--- config.mk ---
export PLATFORM = sky130hd
export DESIGN_NAME = enc_rr_arbiter_8
export DESIGN_NICKNAME = d
export VERILOG_FILES = /design/src/rtl/enc_rr_arbiter_8.sv
export SDC_FILE = /design/constraint.sdc
export NUM_CORES = 1
export LEC_CHECK = 0
export CORE_ASPECT_RATIO = 1.25
export CORE_MARGIN = 2
export CORE_UTILIZATION = 40
export CTS_CLUSTER_SIZE = 14
export DETAILED_ROUTE_END_ITERATION = 16
export PLACE_DENSITY = 0.61
export RECOVER_POWER = 25
export SLEW_MARGIN = 0
export SYNTH_ARGS = -nofsm -noshare
export SYNTH_HDL_FRONTEND = slang
export SYNTH_SLANG_ARGS = --single-unit
--- constraint.sdc ---
create_clock -name clk -period 5.1 [get_ports clk]
set_input_delay 1.275 -clock clk [delete_from_list [all_inputs] [get_ports clk]]
set_output_delay 1.275 -clock clk [all_outputs]
set_load 0.05 [all_outputs]
--- src/rtl/enc_rr_arbiter_8.sv ---
// rtl/enc_rr_arbiter_8.sv - 8-way round-robin arbiter with registered one-hot and encoded grant (optional ARB_TIMEOUT_EN)
module enc_rr_arbiter_8 #(
    parameter int MAX_HOLD = 16
) (
    input  logic       clk,
    input  logic       rst_n,
    input  logic       en,
    input  logic [7:0] req,
    input  logic       done,
    output logic [7:0] gnt,
    output logic [2:0] gnt_idx,
    output logic       gnt_vld,
    output logic       timeout
);

    typedef enum logic {
        IDLE = 1'b0,
        BUSY = 1'b1
    } state_t;

    state_t     state, state_d;
    logic [2:0] ptr, ptr_d;
    logic [7:0] gnt_d;
    logic [2:0] idx_d;
    logic [2:0] win_idx;
    logic [2:0] cand;
    logic       win_found;
    logic       other_rel;
    logic       hold_hit;
    logic       rel;

    // Voluntary release causes: holder finished, holder withdrew, or arbiter disabled.
    assign other_rel = done | ~req[gnt_idx] | ~en;
    assign rel       = (state == BUSY) & (other_rel | hold_hit);
    assign gnt_vld   = (state == BUSY);

`ifdef ARB_TIMEOUT_EN
    localparam logic [7:0] HOLD_LAST = 8'(MAX_HOLD - 1);

    logic [7:0] hold_cnt;
    logic       timeout_q;

    assign hold_hit = (state == BUSY) && (hold_cnt == HOLD_LAST);
    assign timeout  = timeout_q;

    // Count consecutive BUSY cycles of the current grant; cleared on release and in IDLE.
    always_ff @(posedge clk or negedge rst_n) begin
        if (!rst_n) begin
            hold_cnt <= '0;
        end else if ((state == BUSY) && !rel) begin
            hold_cnt <= hold_cnt + 8'd1;
        end else begin
            hold_cnt <= '0;
        end
    end

    // Flag the first IDLE cycle after a release caused only by the hold limit.
    always_ff @(posedge clk or negedge rst_n) begin
        if (!rst_n) begin
            timeout_q <= 1'b0;
        end else begin
            timeout_q <= hold_hit & ~other_rel;
        end
    end
`else
    logic [7:0] unused_max_hold;

    assign unused_max_hold = 8'(MAX_HOLD);
    assign hold_hit        = 1'b0;
    assign timeout         = 1'b0;
`endif

    // Rotating priority search: first set request at or above ptr, wrapping 7 -> 0.
    always_comb begin
        win_idx   = '0;
        win_found = 1'b0;
        cand      = '0;
        for (int i = 0; i < 8; i++) begin
            cand = ptr + 3'(i);
            if (!win_found && req[cand]) begin
                win_idx   = cand;
                win_found = 1'b1;
            end
        end
    end

    // Next-state, next-grant and pointer rotation.
    always_comb begin
        state_d = state;
        gnt_d   = gnt;
        idx_d   = gnt_idx;
        ptr_d   = ptr;
        case (state)
            IDLE: begin
                if (en && win_found) begin
                    state_d = BUSY;
                    gnt_d   = 8'd1 << win_idx;
                    idx_d   = win_idx;
                end
            end
            BUSY: begin
                if (rel) begin
                    state_d = IDLE;
                    gnt_d   = '0;
                    idx_d   = '0;
                    ptr_d   = gnt_idx + 3'd1;
                end
            end
            default: begin
                state_d = IDLE;
                gnt_d   = '0;
                idx_d   = '0;
            end
        endcase
    end

    // State, grant and pointer registers.
    always_ff @(posedge clk or negedge rst_n) begin
        if (!rst_n) begin
            state   <= IDLE;
            gnt     <= '0;
            gnt_idx <= '0;
            ptr     <= '0;
        end else begin
            state   <= state_d;
            gnt     <= gnt_d;
            gnt_idx <= idx_d;
            ptr     <= ptr_d;
        end
    end

endmodule

Yosys cells after proc, flatten, opt, wreduce, memory -nomap -nowiden
Index checks and enable logic that the tools add are counted.

$add $sub $neg: 8. Multiply operators: 0. Div/mod/pow operators: 0. Order comparisons: 9. Equality and inequality tests: 2. Shifts and indexed selects: 1. Multiplexer cells: 43. Bitwise logic cells: 6. Reductions and logical operators: 17.

Operators by type and width (number): $lt 3x4->1 const B (9); $mux 3 (10); $bmux 1 s3 (9); $mux 1 (19); $mux 8 (2); $pmux 8 s2 (1); $add 3x3->3 const B (4); $logic_and 1x1->1 (8); $shl 1x3->8 const A (1); $logic_not 1->1 (7); $add 3x1->3 const B (2); $add 3x2->3 const B (2); $pmux 3 s2 (1); $reduce_and 2->1 (2); $not 1->1 (3); $ne 2x1->1 const B (1); $ne 2x2->1 const B (1); $or 1x1->1 (2); $pmux 1 s2 (1); $and 1x1->1 (1).

Register bits: 15. Bits in latches: 0. RAM bits: 0. Memory bits (read-only): 0. Memories: 0.

Logic depth before layout (Yosys ltp)
Depth in word-level cells: 27. Depth in mapped cells: 14.

Worst setup path after synthesis
Ideal clock, no wire load.

Path kind: input -> register. From: input req[6]. To: register gnt[2]. Data arrival time: 3.088 ns. Required time: 4.978 ns. Path slack: 1.890 ns. Stages on the path: 8. Cell sequence: mux4_2 > a21oi_1 > a32oi_2 > nor3b_4 > a311o_2 > buf_6 > nor2_2 > a32o_1.

Longest elaborated chain between the ends: 27.

RTL lines: from (decl) (line 8) `input logic [7:0] req,`; $bmux 1 s3 (line 80) `if (!win_found && req[cand]) begin`; $mux 1 (not written as such) (line 80); $mux 1 (line 80); $logic_not 1->1 (line 80); $logic_and 1x1->1 (line 80); $mux 1 (line 80); $logic_not 1->1 (line 80); $logic_and 1x1->1 (line 80); [... 11 more ...]; $logic_and 1x1->1 (line 80); $mux 1 (line 80); $logic_not 1->1 (line 80); $logic_and 1x1->1 (line 80); $mux 3 / $mux 1 (equally long branches) (line 80); $shl 1x3->8 / $logic_and 1x1->1 (equally long branches) (line 97, 95); $mux 8 / $ne 2x2->1 (equally long branches); $pmux 8 s2 / $reduce_and 2->1 (equally long branches); to (signal assigned) (line 126) `gnt <= gnt_d;`; to (decl) (line 10) `output logic [7:0] gnt,`.

Parallel ways exist; a longest one is shown, timed or not. The select of a mux whose other input is x is not followed. A chain may end at the register's enable or synchronous reset.

Worst setup path after layout
From: register ptr[0]. To: register gnt[0].

Longest elaborated chain between the ends: 27.

RTL lines: from (decl) (line 22) `logic [2:0] ptr, ptr_d;`; from (signal assigned) (line 128) `ptr <= ptr_d;`; branches (longest 27 deep; another with $add 3x1->3).

Parallel ways; which one is timed is not known. The select of a mux whose other input is x is not followed.

==> flow_summary.json <==
{
  "clkSlewWorstSetupHoldPaths_ns": 0.06,
  "arrival_ns": 4.06,
  "period_needed_ns": 3.875,
  "grt.total_usage": 0.1869,
  "synth.net_count": 184,
  "dr.pass1.iters": 4,
  "start_util": 0.4168,
  "async_reset_ff_frac": 1.000,
  "max_slew.worst_pin.slew_ns": 0.7213,
  "grt_pass1_wl_mm": 7.555,
  "die_w_um": 64.51,
  "final_cell_mix": "clkdlybuf4s50_1 (22), mux2i_1 (16), nand2_1 (16), dfrtp_1 (15)",
  "syn_avg_cell_area_um2": 10.83,
  "antenna_found_initial": 0,
  "synth_area_mm2": 0.001831,
  "max_slew_margin": 0.5191,
  "grt_overflow": 0,
  "synth_top_family_by_area": "multiplexers",
  "layout_commonest_cell": "clkdlybuf4s50_1",
  "setup_ws_ns": 1.225,
  "diodes": 0,
  "synthAdderAreaFrac": 0.02051,
  "final-hold-violation-count": 0,
  "place_ws_ns": 1.012,
  "worstSetupEndpointType": "flop",
  "final-instance-count-excl-fill": 246,
  "grt_start_max_net_pins": 19,
  "layout-drive-gt1-share": 0.1702,
  "wl_per_cell_um": 18.15,
  "min_path_type": "flop to flop",
  "crit_path_max_fanout": 18,
  "synthTopCellsByArea": "dfrtp_1 (21%), mux4_2 (11%), mux4_1 (10%)",
  "htree_levels": 1,
  "worst-setup-path-type": "flop to flop",
  "rows": 27,
  "setup_violations": 0,
  "cp.required_ns": 5.29,
  "synth_top_cell_area_share": 0.2051,
  "grt_pass1_vias": 1515,
  "ctsHoldBuffers": 0,
  "ios": 25,
  "die-area_mm2": 0.005137,
  "synth-compound-area-share": 0.2051,
  "ys_types": 57,
  "post-route-drc-count": 0,
  "postSynthCellCount": 169,
  "hpwlAfterDp_mm": 3.398,
  "yosys.area_share.simple": 0.1333,
  "cts_tree": "yes",
  "max-clock-path-buffers": 2,
  "synthXorXnorAreaFrac": 0.02324,
  "fin_skew_ns": 0.0008406,
  "period_share": 0.7598,
  "synth_mux_area_frac": 0.3431,
  "drtIter0Drc": 144,
  "syn_to_final_growth_pct": 14.70,
  "fmax_mhz": 258.1,
  "cts-root-buf": "clkbuf_8",
  "status": "complete, no violations",
  "fin_nets": 204,
  "maxCapViolCount": 0,
  "fp.dieH_um": 79.64,
  "ys_seq_elements": 15,
  "cts_resized": 0,
  "final_antenna_net_count": 0,
  "tns_ns": 0,
  "yosysWarnings": 0,
  "clock_latency_ns": 0.25,
  "vias": 1535,
  "place_inst": 242,
  "synthFlopType": "dfrtp_1",
  "yosys.area.top_type": "dfrtp_1",
  "core_area_mm2": 0.004392,
  "routed_wl_mm": 4.465,
  "synth_edf_count": 0,
  "ys_seq_area_frac": 0.2051,
  "gp_congestion": 0.8886,
  "start_kind": "flop",
  "io_buffers": 23,
  "clock-sinks": 15,
  "slew_viol_final": 0,
  "post_cts_buffers": 0,
  "avgViaCountPerCell": 6.240,
  "cts_made_buffers": 3,
  "rsz0062_at_grt": "no",
  "final_util": 0.4781
}
per-stage QoR:
step	area, um2	hold slack [ns]
floorplan	1831	0.7360
global placement	2054	0.4854
detailed placement	2054	0.4816
CTS	2100	0.5042
global route	2100	0.5220
finish	2100	0.4993
final timing paths:
kind,start,endpoint,slack [ns],depth (start not counted)
worst max-delay path,ptr[0]$_DFFE_PN0P_,gnt[0]$_DFFE_PN0P_,1.23,10
worst min-delay path,gnt[4]$_DFFE_PN0P_,gnt[4]$_DFFE_PN0P_,0.50,1
worst max register to register,ptr[0]$_DFFE_PN0P_,gnt[0]$_DFFE_PN0P_,1.23,10
worst min register to register,gnt[4]$_DFFE_PN0P_,gnt[4]$_DFFE_PN0P_,0.50,1
max in group asynchronous,rst_n,gnt_idx[2]$_DFFE_PN0P_,3.16,1
min in group asynchronous,rst_n,gnt[0]$_DFFE_PN0P_,1.51,1
kinds of logic after synthesis:
family	Yosys count
flops	15
mux	38
simple gates	48
fa+ha+maj	3
xor+xnor	4
buf+inv	17
other cells	1
compound gates	43
registers in the layout, indices dropped and copies added (netlist names):
name     flops
gnt          8
gnt_idx      3
gnt_vld      1
ptr          3
critical path, cell delays in order (launching register included):
cell and delay (ns):
dfrtp_1 0.32, buf_4 0.27, clkinv_1 0.27, ha_1 0.75
mux4_2 0.66, a21oi_1 0.20, a32oi_2 0.19, nor3b_4 0.38
a311oi_1 0.26, nor2_2 0.31, a22o_1 0.20
layout make-up:
class,count,area (um2)
Inverter,6,22.52
Tap cell,58,72.57
Multi-Input combinational cell,137,1331
Fill cell,439,2292
Timing Repair Buffer,26,252.7
Clock buffer,4,45.04
Sequential cell,15,375.4
metal layers:
layer | part of all wire | track usage
met5 | 0 | 0
met2 | 0.53 | 0.3208
met4 | 0.013 | 0.06170
met1 | 0.42 | 0.2502
met3 | 0.033 | 0.01269
synth_stat cells, types with 3 or more instances:
| cell type | count |
|---|---|
| mux2i_1 | 16 |
| nand2_1 | 16 |
| dfrtp_1 | 15 |
| mux4_2 | 9 |
| nor2_1 | 9 |
| o21ai_0 | 9 |
| mux4_1 | 7 |
| buf_6 | 6 |
| nand3_1 | 6 |
| a21oi_1 | 4 |
| buf_4 | 4 |
| inv_1 | 4 |
| mux2_2 | 4 |
| and3_1 | 3 |
| ha_1 | 3 |
| o31ai_1 | 3 |
Power is left out: the tool's default activity adds up to more than one toggle a clock period on the data nets, which glitch-free logic cannot reach.
